===== src/rtl/uart_pkg.sv =====
// Shared UART definitions: default baud divider, parity encodings and the
// transmit arbiter FSM states.
package uart_pkg;

   // Divider for 115200 baud from a 1.2 GHz-class reference; reset default of the transmitter.
   localparam logic [15:0] UART_BAUD_115200_AT_1M2 = 16'd10416;

   // Parity select encodings understood by uart_tx.
   localparam logic [1:0] PARITY_NONE = 2'd0;
   localparam logic [1:0] PARITY_EVEN = 2'd1;
   localparam logic [1:0] PARITY_ODD  = 2'd2;

   // Arbiter sequencing: pick a requester, pulse send_en, wait for done, rest.
   typedef enum logic [1:0] {
      ST_IDLE   = 2'd0,
      ST_LAUNCH = 2'd1,
      ST_BUSY   = 2'd2,
      ST_GAP    = 2'd3
   } arb_state_t;

endpackage


===== src/rtl/uart_tx_arbiter_if.sv =====
// Requester handshake plus the uart_tx control bundle. The master side is the
// world around the arbiter (requesters and the transmitter); the slave side is
// the arbiter itself.
interface uart_tx_arbiter_if #(
   parameter int NUM_REQ = 4
);
   logic [NUM_REQ-1:0]   req_valid;
   logic [8*NUM_REQ-1:0] req_data;
   logic [NUM_REQ-1:0]   req_ready;
   logic [15:0]          tx_baud_max_cnt;
   logic [1:0]           tx_parity_sel;
   logic                 tx_stop_sel;
   logic [7:0]           tx_data;
   logic                 tx_send_en;
   logic                 tx_done;

   modport master (
      output req_valid, req_data, tx_done,
      input  req_ready, tx_baud_max_cnt, tx_parity_sel, tx_stop_sel, tx_data, tx_send_en
   );

   modport slave (
      input  req_valid, req_data, tx_done,
      output req_ready, tx_baud_max_cnt, tx_parity_sel, tx_stop_sel, tx_data, tx_send_en
   );
endinterface


===== src/rtl/rr_arbiter_core.sv =====
// Combinational round-robin pick: first asserted request at or above the
// pointer, wrapping to the bottom of the vector when nothing is found above.
module rr_arbiter_core #(
   parameter  int NUM_REQ = 4,
   localparam int IDX_W   = (NUM_REQ > 1) ? $clog2(NUM_REQ) : 1
) (
   input  logic [NUM_REQ-1:0] req,
   input  logic [IDX_W-1:0]   ptr,
   output logic [NUM_REQ-1:0] grant,
   output logic [IDX_W-1:0]   grantIdx
);

   logic found;

   // Two passes (upper half from the pointer, then the wrapped lower half) give the circular search order.
   always_comb begin
      grant    = '0;
      grantIdx = '0;
      found    = 1'b0;
      for (int j = 0; j < NUM_REQ; j++) begin
         if (!found && req[j] && (j >= int'(ptr))) begin
            found    = 1'b1;
            grant[j] = 1'b1;
            grantIdx = IDX_W'(j);
         end
      end
      for (int j = 0; j < NUM_REQ; j++) begin
         if (!found && req[j] && (j < int'(ptr))) begin
            found    = 1'b1;
            grant[j] = 1'b1;
            grantIdx = IDX_W'(j);
         end
      end
   end

endmodule


===== src/rtl/uart_tx_arbiter.sv =====
// Shares a single uart_tx between NUM_REQ byte sources. A round-robin winner
// is accepted in IDLE, its byte and the line configuration are frozen into the
// tx_* registers, send_en is pulsed once, and the block waits for done (or a
// timeout) followed by an optional idle gap before the next grant.
module uart_tx_arbiter
   import uart_pkg::*;
#(
   parameter  int NUM_REQ     = 4,
   parameter  int GAP_CYCLES  = 16,
   parameter  int TIMEOUT_CYC = 262144,
   localparam int IDX_W       = (NUM_REQ > 1) ? $clog2(NUM_REQ) : 1
) (
   input  logic                  clock,
   input  logic                  reset,
   uart_tx_arbiter_if.slave      bus,
   input  logic [15:0]           cfg_baud_max_cnt,
   input  logic [1:0]            cfg_parity_sel,
   input  logic                  cfg_stop_sel,
   output logic                  busy,
   output logic [IDX_W-1:0]      grant_id,
   output logic                  timeout_err
);

   localparam logic [31:0] TIMEOUT_LAST = 32'(TIMEOUT_CYC - 1);
   localparam logic [31:0] GAP_LAST     = (GAP_CYCLES > 0) ? 32'(GAP_CYCLES - 1) : 32'd0;

   arb_state_t         state;
   arb_state_t         nextState;
   logic [31:0]        cycleCnt;
   logic [IDX_W-1:0]   rrPtr;
   logic [NUM_REQ-1:0] winGrant;
   logic [IDX_W-1:0]   winIdx;
   logic [7:0]         winByte;
   logic               anyReq;
   logic [NUM_REQ-1:0] reqReadyC;
   logic               sendEnC;
   logic               busyC;
   logic [7:0]         txData;
   logic [15:0]        txBaud;
   logic [1:0]         txParity;
   logic               txStop;
   logic [IDX_W-1:0]   grantIdReg;
   logic               timeoutErrReg;

   assign anyReq = |bus.req_valid;

   rr_arbiter_core #(
      .NUM_REQ (NUM_REQ)
   ) u_core (
      .req      (bus.req_valid),
      .ptr      (rrPtr),
      .grant    (winGrant),
      .grantIdx (winIdx)
   );

   // Select the winner's byte out of the packed request data.
   always_comb begin
      winByte = 8'h00;
      for (int k = 0; k < NUM_REQ; k++) begin
         if (winGrant[k]) begin
            winByte = bus.req_data[8*k +: 8];
         end
      end
   end

   // State register.
   always_ff @(posedge clock or posedge reset) begin
      if (reset) begin
         state <= ST_IDLE;
      end else begin
         state <= nextState;
      end
   end

   // Next-state and handshake outputs; ready is masked during reset so nothing is acked while held.
   always_comb begin
      nextState = state;
      reqReadyC = '0;
      sendEnC   = 1'b0;
      busyC     = (state != ST_IDLE);
      case (state)
         ST_IDLE: begin
            if (!reset) begin
               reqReadyC = winGrant;
            end
            if (anyReq) begin
               nextState = ST_LAUNCH;
            end
         end
         ST_LAUNCH: begin
            sendEnC   = 1'b1;
            nextState = ST_BUSY;
         end
         ST_BUSY: begin
            if (bus.tx_done) begin
               nextState = (GAP_CYCLES == 0) ? ST_IDLE : ST_GAP;
            end else if (cycleCnt == TIMEOUT_LAST) begin
               nextState = ST_IDLE;
            end
         end
         ST_GAP: begin
            if (cycleCnt == GAP_LAST) begin
               nextState = ST_IDLE;
            end
         end
         default: begin
            nextState = ST_IDLE;
         end
      endcase
   end

   // Shared cycle counter: restarts on every state change, runs in BUSY (timeout) and GAP (spacing).
   always_ff @(posedge clock or posedge reset) begin
      if (reset) begin
         cycleCnt <= 32'd0;
      end else if (nextState != state) begin
         cycleCnt <= 32'd0;
      end else if ((state == ST_BUSY) || (state == ST_GAP)) begin
         cycleCnt <= cycleCnt + 32'd1;
      end
   end

   // Frame registers: byte, owner and line config are captured only at the accept, so they hold across the frame.
   always_ff @(posedge clock or posedge reset) begin
      if (reset) begin
         txData     <= 8'h00;
         txBaud     <= UART_BAUD_115200_AT_1M2;
         txParity   <= PARITY_NONE;
         txStop     <= 1'b0;
         grantIdReg <= '0;
         rrPtr      <= '0;
      end else if ((state == ST_IDLE) && anyReq) begin
         txData     <= winByte;
         txBaud     <= cfg_baud_max_cnt;
         txParity   <= cfg_parity_sel;
         txStop     <= cfg_stop_sel;
         grantIdReg <= winIdx;
         rrPtr      <= (winIdx == IDX_W'(NUM_REQ - 1)) ? '0 : winIdx + 1'b1;
      end
   end

   // Sticky hung-transmitter flag; a done arriving on the last allowed cycle still counts as success.
   always_ff @(posedge clock or posedge reset) begin
      if (reset) begin
         timeoutErrReg <= 1'b0;
      end else if ((state == ST_BUSY) && !bus.tx_done && (cycleCnt == TIMEOUT_LAST)) begin
         timeoutErrReg <= 1'b1;
      end
   end

   assign bus.req_ready       = reqReadyC;
   assign bus.tx_send_en      = sendEnC;
   assign bus.tx_data         = txData;
   assign bus.tx_baud_max_cnt = txBaud;
   assign bus.tx_parity_sel   = txParity;
   assign bus.tx_stop_sel     = txStop;
   assign busy                = busyC;
   assign grant_id            = grantIdReg;
   assign timeout_err         = timeoutErrReg;

endmodule


===== src/flat_wrapper.sv =====
// flat-port wrapper written by rule: the top's interface ports become plain ports
module uart_tx_arbiter_flat import uart_pkg::*;
#(
   parameter  int NUM_REQ     = 4,
   parameter  int GAP_CYCLES  = 16,
   parameter  int TIMEOUT_CYC = 262144,
   localparam int IDX_W       = (NUM_REQ > 1) ? $clog2(NUM_REQ) : 1
)
  (clock, reset, cfg_baud_max_cnt, cfg_parity_sel, cfg_stop_sel, busy, grant_id, timeout_err, bus_req_valid, bus_req_data, bus_tx_done, bus_req_ready, bus_tx_baud_max_cnt, bus_tx_parity_sel, bus_tx_stop_sel, bus_tx_data, bus_tx_send_en);
  uart_tx_arbiter_if #(.NUM_REQ(NUM_REQ)) bus_i ();
  input  logic clock;
  input  logic reset;
  input  logic [15:0] cfg_baud_max_cnt;
  input  logic [1:0] cfg_parity_sel;
  input  logic cfg_stop_sel;
  output logic busy;
  output logic [IDX_W-1:0] grant_id;
  output logic timeout_err;
  input wire logic [$bits(bus_i.req_valid)-1:0] bus_req_valid;
  input wire logic [$bits(bus_i.req_data)-1:0] bus_req_data;
  input wire logic [$bits(bus_i.tx_done)-1:0] bus_tx_done;
  output wire logic [$bits(bus_i.req_ready)-1:0] bus_req_ready;
  output wire logic [$bits(bus_i.tx_baud_max_cnt)-1:0] bus_tx_baud_max_cnt;
  output wire logic [$bits(bus_i.tx_parity_sel)-1:0] bus_tx_parity_sel;
  output wire logic [$bits(bus_i.tx_stop_sel)-1:0] bus_tx_stop_sel;
  output wire logic [$bits(bus_i.tx_data)-1:0] bus_tx_data;
  output wire logic [$bits(bus_i.tx_send_en)-1:0] bus_tx_send_en;
  assign bus_i.req_valid = bus_req_valid;
  assign bus_i.req_data = bus_req_data;
  assign bus_i.tx_done = bus_tx_done;
  assign bus_req_ready = bus_i.req_ready;
  assign bus_tx_baud_max_cnt = bus_i.tx_baud_max_cnt;
  assign bus_tx_parity_sel = bus_i.tx_parity_sel;
  assign bus_tx_stop_sel = bus_i.tx_stop_sel;
  assign bus_tx_data = bus_i.tx_data;
  assign bus_tx_send_en = bus_i.tx_send_en;
  uart_tx_arbiter #(.NUM_REQ(NUM_REQ), .GAP_CYCLES(GAP_CYCLES), .TIMEOUT_CYC(TIMEOUT_CYC)) u_core (.clock(clock), .reset(reset), .bus(bus_i), .cfg_baud_max_cnt(cfg_baud_max_cnt), .cfg_parity_sel(cfg_parity_sel), .cfg_stop_sel(cfg_stop_sel), .busy(busy), .grant_id(grant_id), .timeout_err(timeout_err));
endmodule

===== config.mk =====
export PLATFORM = sky130hd
export DESIGN_NAME = uart_tx_arbiter_flat
export DESIGN_NICKNAME = d
export VERILOG_FILES = /design/src/rtl/uart_pkg.sv /design/src/rtl/uart_tx_arbiter_if.sv /design/src/rtl/rr_arbiter_core.sv /design/src/rtl/uart_tx_arbiter.sv /design/src/flat_wrapper.sv
export SDC_FILE = /design/constraint.sdc
export NUM_CORES = 1
export LEC_CHECK = 0
export ABC_AREA = 1
export BUFFER_PORTS_ARGS = -buffer_cell sky130_fd_sc_hd__buf_2
export CORE_UTILIZATION = 58
export CTS_CLUSTER_DIAMETER = 80
export DETAILED_ROUTE_END_ITERATION = 8
export PLACE_DENSITY = 0.95
export SLEW_MARGIN = 10
export SYNTH_ARGS = -nofsm -noshare
export SYNTH_HDL_FRONTEND = slang
export SYNTH_SLANG_ARGS = --single-unit

===== constraint.sdc =====
create_clock -name clock -period 8.9 [get_ports clock]
set_input_delay 1.78 -clock clock [delete_from_list [all_inputs] [get_ports clock]]
set_output_delay 1.78 -clock clock [all_outputs]
set_load 0.05 [all_outputs]

[Yosys cells after proc, flatten, opt, wreduce, memory -nomap -nowiden]
Index checks and enable logic that the tools add are counted.
Operators by class
  add/sub/neg operators: 2
  order comparisons: 6
  equal/unequal tests: 7
  multiplexer cells: 33
  reduce and logical (&&, ||, !) cells: 27
Operators with widths (count)
  $mux 32: 2
  $add 32x1->32 const B: 1
  $eq 32x18->1 const B: 1
  $eq 32x4->1 const B: 1
  $mux 8: 4
  $mux 2: 10
  $logic_and 1x1->1: 15
  $mux 1: 14
  $mux 4: 2
  $pmux 2 s4: 1
  $logic_not 1->1: 7
  $eq 2x2->1 const B: 3
  $ge 1x2->1 const A: 2
  $lt 1x2->1 const A: 2
  $reduce_bool 2->1: 2
  $reduce_or 4->1: 1
  $add 2x1->2 const B: 1
  $eq 2x1->1 const B: 1
  $ge 2x2->1 const A: 1
  $logic_not 2->1: 1
  $lt 2x2->1 const A: 1
  $ne 2x2->1: 1
  $logic_or 1x1->1: 1
Word-level totals
  bits in registers: 66
  bits of input ports: 58
  output and inout port bits: 36

[Depth between registers and ports, before layout]
Gate-level depths: netlist of run 1.
  depth after elaboration: 28
  mapped depth: 11

[Cells and area by module]
A second synthesis of run 1 with hierarchy kept.
Second synthesis, totals
  cells, all modules: 551
  area total of the unflattened synthesis: 3857.4 um^2
Modules (own cells, without submodules)
  uart_tx_arbiter: instances 1, cells an instance 524, area an instance 3742.3 um^2
  rr_arbiter_core: instances 1, cells an instance 27, area an instance 115.1 um^2

[Least setup slack after synthesis of run 1]
OpenSTA, ideal clock, no wires.
  path type: input to output
  start point: in reset
  end point: out bus_req_ready[0]
  arrival time: 4.303 ns
  data required time: 7.120 ns
  slack: 2.817 ns
  stages: 3
  path buffers: 0
  cell sequence: inv_1 nand2_1 a21oi_1
On the way
  longest elaborated chain between the ends: 2
RTL lines
  from (decl): line flat_wrapper.sv:12  | input logic reset;
  $mux 4: line uart_tx_arbiter.sv:83  | if (!reset) begin
  $mux 4: line uart_tx_arbiter.sv:81  | case (state)
  to (decl): line flat_wrapper.sv:22  | output wire logic [$bits(bus_i.req_ready)-1:0] bus_req_ready;
No other way between the ends.

[Worst setup path in the final report of run 1]
Same ends and word-level chain as after synthesis.

==> flow_metrics.env, run 1 <==
export IMPL_io_buffers=93
export IMPL_period_share_pct=57.57
export IMPL_syn_to_final_growth_pct=20.32
export IMPL_end_kind="primary output"
export IMPL_crit_path_start_kind="input pin"
export IMPL_cap_violations=0
export IMPL_rsz0062_at_grt="no"
export IMPL_fin_ws_ns=3.776
export IMPL_synthesis_nets=579
export IMPL_clock_sinks=66
export IMPL_synthXorXnorAreaFrac_pct=3.067
export IMPL_skew_ns=0.01085
export IMPL_fin_crit_ns=5.124
export IMPL_grt_max_degree=68
export IMPL_fin_hold_ws_ns=0.4665
export IMPL_clkLatencyLatePin_ns=0.36
export IMPL_syn_inst=519
export IMPL_chipHeight_um=82.01
export IMPL_die_area_um2=6725
export IMPL_grt_use_total_pct=30.23
export IMPL_nets=673
export IMPL_wl_per_cell_um=13.50
export IMPL_ios=94
export IMPL_muxShareOfSynthArea_pct=0
export IMPL_startpoint="reset"
export IMPL_tightest_slew_ns=0.8564
export IMPL_first_global_vias=3427
export IMPL_initial_utilization_pct=61.25
export IMPL_drtAntennaViolNets=0
export IMPL_path_class="in2out"
export IMPL_gp_congestion=0.8324
export IMPL_dp_hpwl_um=6891
export IMPL_antenna_found_initial=0
export IMPL_postCtsSetupRepairBufs=0
export IMPL_drt_first_pass_iters=5
export IMPL_ctsResizeCount=0
export IMPL_layout_drive_gt1_share_pct=22.01
export IMPL_diodes=0
export IMPL_yosys_area_share_simple_pct=39.06
export IMPL_fp_dieW_um=82.01
export IMPL_status="finished, final reports clean"
export IMPL_syn_cell_area_um2=3712
export IMPL_drt_vias_per_instance=5.362
export IMPL_clockRootBuffer="clkbuf_8"
export IMPL_grt_overflow=0
export IMPL_p_per_area_nw_per_um2=303.1
export IMPL_hold_start="u_core.bus.tx_baud_max_cnt[13]$_DFFE_PP1P_"
export IMPL_synth_seq_area_share_pct=44.66
export IMPL_cts_hold_buf=0
export IMPL_ys_ff_latch=66
export IMPL_ys_warn_count=0
export IMPL_core_area_um2=6061
export IMPL_hold_path_class="reg2reg"
export IMPL_grt_pass1_wl_um=15260
export IMPL_finalPower_uw=1354
export IMPL_cts_tree="done"
export IMPL_hold_violations=0
export IMPL_setup_viol=0
export IMPL_synth_cell_types=37
export IMPL_synth_avg_cell_area_um2=7.153
export IMPL_routed_via_count=3716
export IMPL_worst_ep_arrival_time_ns=3.34
export IMPL_cp_max_fo=67
export IMPL_finalSetupTns_ns=0
export IMPL_drcViolationCount=0
export IMPL_synth_fa_ha_area_share_pct=0.6741
export IMPL_post_place_ws_ns=3.749
export IMPL_fp_row_count=28
export IMPL_r2r_start="u_core.cycleCnt[0]$_DFFE_PP0P_"
export IMPL_cts_made_buffers=9
export IMPL_leakage_uw=0.002351
export IMPL_slew_headroom_pct=42.84
export IMPL_drtIter0Drc=288
export IMPL_fmax_mhz=195.2
export IMPL_synth_compound_area_share_pct=5.730
export IMPL_clk_path_buf_depth=2
export IMPL_synth_top_family_by_area="simple AND/OR/NAND/NOR gates"
export IMPL_htreeDepth=3
export IMPL_path_clk_slew_ns=0.08
export IMPL_required_ns=7.12
export IMPL_final_core_util_pct=73.70
export IMPL_slew_viol_final=0
export IMPL_irDropWorstVdd_v=0.0003212
export IMPL_drt_total_wl_um=9355
metrics by stage:
stage / area, um^2 / std cells
final: 4467 / 693
after detailed placement: 4218 / 677
after global placement: 4218 / 677
after CTS: 4467 / 693
after floorplan: 3712 / 519
after global routing: 4467 / 693
worst max-delay path, cell delays in order:
cell and delay (ns):
buf_2 0.10, inv_2 0.03, buf_4 0.63, nand2_1 0.29, a21oi_1 0.20, buf_2 0.29
final cells by class:
type	instances	area (um^2)
Timing Repair Buffer	95	480.5
Tap cell	75	93.84
Multi-Input combinational cell	392	1802
Fill cell	465	1594
Sequential cell	66	1658
Clock inverter	7	125.1
Inverter	49	183.9
Clock buffer	9	123.9
synthesized netlist by cell type (all sizes together):
cell / instances / area (um^2)
a21oi: 7 / 38.79
a31oi: 1 / 6.260
and2: 1 / 7.510
and3: 1 / 6.260
buf: 7 / 50.05
clkbuf: 5 / 18.77
dfrtp: 61 / 1526
dfstp: 5 / 131.4
ha: 2 / 25.02
inv: 49 / 183.9
nand2: 199 / 762.0
nand3: 22 / 115.1
nand3b: 1 / 7.510
nand4: 11 / 68.82
nor2: 90 / 362.8
nor3: 13 / 80.08
nor4: 2 / 27.53
o211ai: 1 / 7.510
o21ai: 13 / 65.06
o21bai: 10 / 75.07
o22ai: 2 / 12.51
o31ai: 1 / 7.510
or2: 2 / 12.52
xnor2: 2 / 17.52
xor2: 11 / 96.34
path summary, 6_finish.rpt:
check / end / slack (ns) / depth (start not counted)
hold / removal: u_core.bus.tx_baud_max_cnt[13]$_DFFE_PP1P_ / 0.47 / 2
hold reg to reg: u_core.bus.tx_baud_max_cnt[13]$_DFFE_PP1P_ / 0.47 / 2
min in group asynchronous: u_core.cycleCnt[20]$_DFFE_PP0P_ / 1.66 / 3
setup reg to reg: u_core.cycleCnt[25]$_DFFE_PP0P_ / 6.55 / 10
max in group asynchronous: u_core.bus.tx_data[4]$_DFFE_PP0P_ / 6.72 / 3
setup / recovery: bus_req_ready[0] / 3.78 / 6
placed cells by master, fill, tap and decap left out, drive strengths merged:
| cell | netlist | routed |
|---|---|---|
| dfstp | 5 | 5 |
| dfrtp | 61 | 61 |
| nor2 | 90 | 90 |
| a21oi | 7 | 7 |
| buf | 7 | 95 |
| xor2 | 11 | 11 |
| nor4 | 2 | 2 |
| inv | 49 | 51 |
| and3 | 1 | 1 |
| o211ai | 1 | 1 |
| or2 | 2 | 2 |
| a31oi | 1 | 1 |
| nand3 | 22 | 22 |
| ha | 2 | 2 |
| bufinv | 0 | 3 |
| o21ai | 13 | 13 |
| o31ai | 1 | 1 |
| clkinv | 0 | 2 |
| nand4 | 11 | 11 |
| nand3b | 1 | 1 |
| o22ai | 2 | 2 |
| and2 | 1 | 1 |
| nand2 | 199 | 199 |
| o21bai | 10 | 10 |
| clkbuf | 5 | 9 |
| xnor2 | 2 | 2 |
| nor3 | 13 | 13 |
state kept, by name, indices dropped and copies added (netlist names):
register and flops:
u_core.cycleCnt 32, u_core.bus.tx_baud_max_cnt 16, u_core.bus.tx_data 8, u_core.bus.tx_parity_sel 2, u_core.grant_id 2, u_core.rrPtr 2
u_core.state 2, u_core.bus.tx_stop_sel 1, u_core.timeout_err 1
cells by family after synthesis:
logic type	count (synthesis)
simple gates	342
flops	66
buf+inv	61
compound gates	35
xor+xnor	13
fa+ha+maj	2
report_power, final:
group,switching [uW],internal [uW],leakage (uW)
Combinational,465,132,0.00137
Sequential,57.0,386,0.000853
Clock,125,189,0.000124
metal layers:
layer	track usage, %	vias to the layer above	wire [um]
li1	-	1808	-
met1	36.75	1723	3861
met2	49.92	158	4638
met3	7.667	27	643
met4	14.39	0	212
met5	0	-	0
(Power assumes the default switching activity.)
==> inputs of run 2 (changes only) <==
ABC_AREA = 0   (was 1)
CORE_UTILIZATION = 53   (was 58)
PLACE_DENSITY = 0.9   (was 0.95)
clock period = 5.3 ns   (was 8.9 ns; I/O delays follow)
==> flow_metrics.env, run 2 <==
export IMPL_fin_area_um2=4234
export IMPL_drt_first_pass_iters=5
export IMPL_crit_chain="buf_2 > a2bb2oi_1 > o32ai_2 > and3_1 > buf_2"
export IMPL_tightest_slew_ns=0.9408
export IMPL_synth_seq_area_share_pct=47.89
export IMPL_period_share_pct=64.64
export IMPL_syn_inst=356
export IMPL_core_area_um2=6314
export IMPL_cp_max_fo=9
export IMPL_synthArstFlopShare_pct=100.0
export IMPL_skew_ns=0.008844
export IMPL_post_synth_top_count_cell="dfrtp_1"
export IMPL_rsz0062_at_grt="no"
export IMPL_largest_reg_flops=32
export IMPL_synth_edf_count=0
export IMPL_drtIter0Drc=182
export IMPL_ios=94
export IMPL_synth_area_leaders="dfrtp_1 (44%), nor2_1 (6.2%), xnor2_1 (5.3%)"
export IMPL_worst_ep_arrival_time_ns=2.37
export IMPL_drt_vias_per_instance=5.556
export IMPL_grt_use_total_pct=23.58
export IMPL_clk_path_buf_depth=2
export IMPL_cpLargestDelayFamily="compound AO/OA/AOI/OAI gates"
export IMPL_grt_max_degree=67
export IMPL_initial_utilization_pct=54.84
export IMPL_layout_drive_gt1_share_pct=31.06
export IMPL_leakage_uw=0.002031
export IMPL_p_per_area_nw_per_um2=488.9
export IMPL_synthesis_nets=416
export IMPL_synth_avg_cell_area_um2=9.725
export IMPL_wl_per_cell_um=14.39
export IMPL_die_area_um2=6859
export IMPL_slew_viol_final=0
export IMPL_cts_tree="done"
export IMPL_crit_buf_inv=2
export IMPL_fin_ws_ns=1.874
export IMPL_fp_dieW_um=82.82
export IMPL_synthFlopType="dfrtp_1"
export IMPL_placed_cells=515
export IMPL_post_place_ws_ns=1.892
export IMPL_syn_to_final_growth_pct=22.30
export IMPL_drcViolationCount=0
export IMPL_irDropWorstVdd_v=0.0003891
export IMPL_fp_row_count=29
export IMPL_path_class="in2out"
export IMPL_crit_slowest_cell="o32ai_2"
export IMPL_finalPower_uw=2070
export IMPL_clockRootBuffer="clkbuf_8"
export IMPL_ys_warn_count=0
export IMPL_cpPeakStageDelay_ns=0.51
export IMPL_htreeDepth=3
export IMPL_hold_violations=0
export IMPL_required_ns=4.24
export IMPL_top_register="u_core.cycleCnt"
export IMPL_ctsResizeCount=0
export IMPL_drtAntennaViolNets=0
export IMPL_grt_overflow=0
export IMPL_setup_viol=0
export IMPL_chipHeight_um=82.82
export IMPL_nets=509
export IMPL_gp_congestion=0.8963
export IMPL_clock_sinks=66
export IMPL_ys_ff_latch=66
export IMPL_yosys_area_top_type_share_pct=44.09
export IMPL_final_common_cell="buf_2"
export IMPL_io_buffers=93
export IMPL_fin_crit_ns=3.426
export IMPL_cts_hold_buf=0
export IMPL_antenna_found_initial=0
export IMPL_fmax_mhz=291.9
export IMPL_status="finished, final reports clean"
export IMPL_first_global_vias=2970
export IMPL_grt_pass1_wl_um=13060
export IMPL_crit_path_start_kind="input pin"
export IMPL_netlist_top_cell_by_area="dfrtp_1"
export IMPL_slew_headroom_pct=37.28
export IMPL_postCtsSetupRepairBufs=0
export IMPL_hold_path_class="reg2reg"
export IMPL_synth_cell_types=46
export IMPL_dp_hpwl_um=5626
export IMPL_crit_top_cell="buf_2"
export IMPL_routed_via_count=2950
export IMPL_cts_made_buffers=9
export IMPL_syn_cell_area_um2=3462
export IMPL_drt_total_wl_um=7643
export IMPL_clkLatencyLatePin_ns=0.34
export IMPL_final_cell_mix="buf_2 (93), dfrtp_1 (61), nor2_1 (57)"
export IMPL_final_cells=531
export IMPL_placedInstanceArea_um2=3993
export IMPL_synth_commonest_cells="dfrtp_1 (61), nor2_1 (57), nand2_1 (41)"
export IMPL_diodes=0
export IMPL_end_kind="primary output"
export IMPL_finalSetupTns_ns=0
export IMPL_path_clk_slew_ns=0.07
export IMPL_cap_violations=0
[run 2: where the power goes]
part | switching (uW) | total, uW | internal (uW) | leakage [uW]
Combinational | 587 | 830 | 243 | 0.00107
Clock | 192 | 504 | 312 | 0.000123
Sequential | 100 | 736 | 636 | 0.000833
[run 2: stage by stage]
stage,utilization [%],hold slack [ns]
floorplan,-,0.5110
global placement,63.24,0.4527
detailed placement,63.24,0.4551
CTS,67.06,0.4710
global route,67.06,0.5026
finish,67.06,0.4662
[run 2: worst paths after layout]
kind	from	to	slack, ns	cells past startpoint
setup / recovery	bus_req_valid[2]	bus_req_ready[0]	1.87	5
hold / removal	u_core.timeout_err$_DFFE_PP0P_	u_core.timeout_err$_DFFE_PP0P_	0.47	2
setup reg to reg	u_core.state[1]$_DFF_PP0_	u_core.bus.tx_baud_max_cnt[9]$_DFFE_PP0P_	3.00	4
hold reg to reg	u_core.timeout_err$_DFFE_PP0P_	u_core.timeout_err$_DFFE_PP0P_	0.47	2
max in group asynchronous	reset	u_core.cycleCnt[13]$_DFFE_PP0P_	3.75	3
min in group asynchronous	reset	u_core.cycleCnt[1]$_DFFE_PP0P_	1.04	3
[run 2: cells by family (layout without fill, tap and decap cells)]
kind of cell	Yosys count	count (layout)	share of synthesized area (%)
AO/OA/AOI/OAI	41	41	9.216
XOR/XNOR	31	31	7.842
adder cells (fa/ha/maj)	2	2	0.7227
buffers and inverters	35	133	4.156
flip-flops	66	66	47.89
multiplexers	23	23	7.445
AND/OR/NAND/NOR	158	158	22.73
[run 2: layer usage]
layer | track usage, % | routed length, um | vias up | share of wire, %
met2 | 38.90 | 3815 | 114 | 50
met3 | 6.461 | 426 | 20 | 5.6
met4 | 11.91 | 195 | 0 | 2.6
li1 | - | - | 1417 | -
met1 | 28.37 | 3205 | 1399 | 42
met5 | 0 | 0 | - | 0
[run 2: tightest hold or removal path, cell delays in order, from the launching register on]
cell     delay [ns]
dfrtp_1        0.34
inv_1          0.04
o41ai_1        0.05
[run 2: final cells by class]
cell class                 count  area, um^2
tap                           77       96.34
timing repair buffer          98       503.0
clock inverter                 7       117.6
sequential                    66        1658
fill                         469        2079
inverter                      19       71.32
multi-input combinational    255        1664
clock buffer                   9       123.9
==> inputs of run 3 (changes only) <==
clock period = 3.2 ns   (was 5.3 ns; I/O delays follow)
==> flow_metrics.env, run 3 (synthesis results as in run 2) <==
export IMPL_fill_cells=467
export IMPL_leakage_uw=0.001989
export IMPL_rr_worst_depth=5
export IMPL_core_area_um2=6314
export IMPL_hold_path_class="in2async"
export IMPL_p_per_area_nw_per_um2=766.6
export IMPL_finalSetupTns_ns=0
export IMPL_path_clk_slew_ns=0.07
export IMPL_rrSetupSlack_ns=0.99
export IMPL_cap_violations=0
export IMPL_met2_length_um=3692
export IMPL_worst_ep_arrival_time_ns=1.85
export IMPL_slew_headroom_pct=58.64
export IMPL_io_buffers=93
export IMPL_skew_ns=0.009319
export IMPL_drtAntennaViolNets=0
export IMPL_ios=94
export IMPL_cts_hold_buf=0
export IMPL_wl_met3_um=459
export IMPL_top_layer_used="met4"
export IMPL_end_kind="primary output"
export IMPL_fp_dieW_um=82.82
export IMPL_dp_hpwl_um=5511
export IMPL_slew_viol_final=0
export IMPL_status="finished, final reports clean"
export IMPL_final_cell_mix="buf_2 (93), dfrtp_1 (61), nor2_1 (57)"
export IMPL_final_cells=531
export IMPL_setup_viol=0
export IMPL_drcViolationCount=0
export IMPL_crit_path_end="bus_req_ready[2]"
export IMPL_antenna_found_initial=0
export IMPL_clk_path_buf_depth=2
export IMPL_clkLatencyLatePin_ns=0.34
export IMPL_cts_tree="done"
export IMPL_postCtsSetupRepairBufs=0
export IMPL_drt_first_pass_iters=4
export IMPL_grt_use_total_pct=22.86
export IMPL_path_class="in2out"
export IMPL_clockRootBuffer="clkbuf_8"
export IMPL_fmax_mhz=402.3
export IMPL_seqCellArea_um2=1658
export IMPL_crit_path_start_kind="input pin"
export IMPL_fin_crit_ns=2.486
export IMPL_die_area_um2=6859
export IMPL_wl_met1_um=3144
export IMPL_clock_sinks=66
export IMPL_grt_pass1_wl_um=12810
export IMPL_chipHeight_um=82.82
export IMPL_final_common_cell="buf_2"
export IMPL_largest_reg_flops=32
export IMPL_r2r_start="u_core.state[1]$_DFF_PP0_"
export IMPL_drtIter0Drc=189
export IMPL_tightest_slew_ns=0.6147
export IMPL_top_register="u_core.cycleCnt"
export IMPL_multi_input_comb_area_um2=1664
export IMPL_nets=509
export IMPL_htreeDepth=3
export IMPL_required_ns=2.56
export IMPL_startpoint="bus_req_valid[0]"
export IMPL_drt_vias_per_instance=5.533
export IMPL_irDropWorstVdd_v=0.0005284
export IMPL_first_global_vias=2856
export IMPL_diodes=0
export IMPL_fp_row_count=29
export IMPL_initial_utilization_pct=54.84
export IMPL_cts_made_buffers=9
export IMPL_layout_drive_gt1_share_pct=30.84
export IMPL_syn_to_final_growth_pct=20.38
export IMPL_period_share_pct=77.69
export IMPL_hold_violations=0
export IMPL_grt_max_degree=45
export IMPL_placed_cells=515
export IMPL_wl_per_cell_um=14.02
export IMPL_routed_via_count=2938
export IMPL_grt_overflow=0
export IMPL_r2r_end="u_core.cycleCnt[31]$_DFFE_PP0P_"
export IMPL_ctsResizeCount=0
export IMPL_drt_total_wl_um=7444
export IMPL_cp_max_fo=9
export IMPL_gp_congestion=0.9876
export IMPL_rsz0062_at_grt="no"
[run 3: cell types whose count changed in the layout (fill, tap and decap cells not counted)]
cell	delta
clkbuf_8	+1
clkbuf_1	+1
clkinvlp_4	+3
clkinv_2	+1
clkinv_4	-2
inv_2	-1
bufinv_16	-3
[run 3: final cells by class]
type / instances / share of cell area, %
Multi-Input combinational cell: 255 / 39.93
Sequential cell: 66 / 39.78
Timing Repair Buffer: 98 / 12.07
Clock buffer: 11 / 3.392
Tap cell: 77 / 2.312
Inverter: 19 / 1.801
Clock inverter: 5 / 0.7205
[run 3: report_power, final]
part           internal (uW)  leakage, uW  switching (uW)  total, uW
logic                    404      0.00107             963       1370
registers               1050     0.000833             162       1220
clock network            298    0.0000851             314        612
[run 3: how the worst min path moves through the flow]
stage                     depth (start not counted)                       startpoint                               to  slack, ns
final                                             2                            reset   u_core.cycleCnt[4]$_DFFE_PP0P_       0.34
after global routing                              2                            reset   u_core.timeout_err$_DFFE_PP0P_       0.38
after CTS                                         2                            reset   u_core.timeout_err$_DFFE_PP0P_       0.36
after detailed placement                          2   u_core.timeout_err$_DFFE_PP0P_   u_core.timeout_err$_DFFE_PP0P_       0.46
after global placement                            2   u_core.timeout_err$_DFFE_PP0P_   u_core.timeout_err$_DFFE_PP0P_       0.45
after floorplan                                   2  u_core.cycleCnt[31]$_DFFE_PP0P_  u_core.cycleCnt[31]$_DFFE_PP0P_       0.51
[run 3: per-layer routing]
layer	up-vias	GRT usage [%]
met4	0	8.777
met2	100	39.79
met3	15	4.274
li1	1413	-
met5	-	0
met1	1410	28.18
[run 3: worst max-delay path, stage by stage]
cell	delay, ns
buf_2	0.15
or2_2	0.30
a21oi_1	0.15
o21ai_1	0.19
nor2_1	0.15
buf_2	0.27
[run 3: stage by stage]
stage / area, um^2 / total power, uW / hold WS (ns) / util (%) / setup slack (ns)
finish: 4168 / 3195 / 0.3439 / 66.01 / 0.7140
floorplan: 3466 / 2256 / 0.5110 / - / 0.3305
detailed placement: 3996 / 2596 / 0.4645 / 63.30 / 0.7206
global placement: 3996 / 2540 / 0.4527 / 63.30 / 0.7462
CTS: 4168 / 3208 / 0.3579 / 66.01 / 0.7271
global route: 4168 / 3359 / 0.3801 / 66.01 / 0.5460
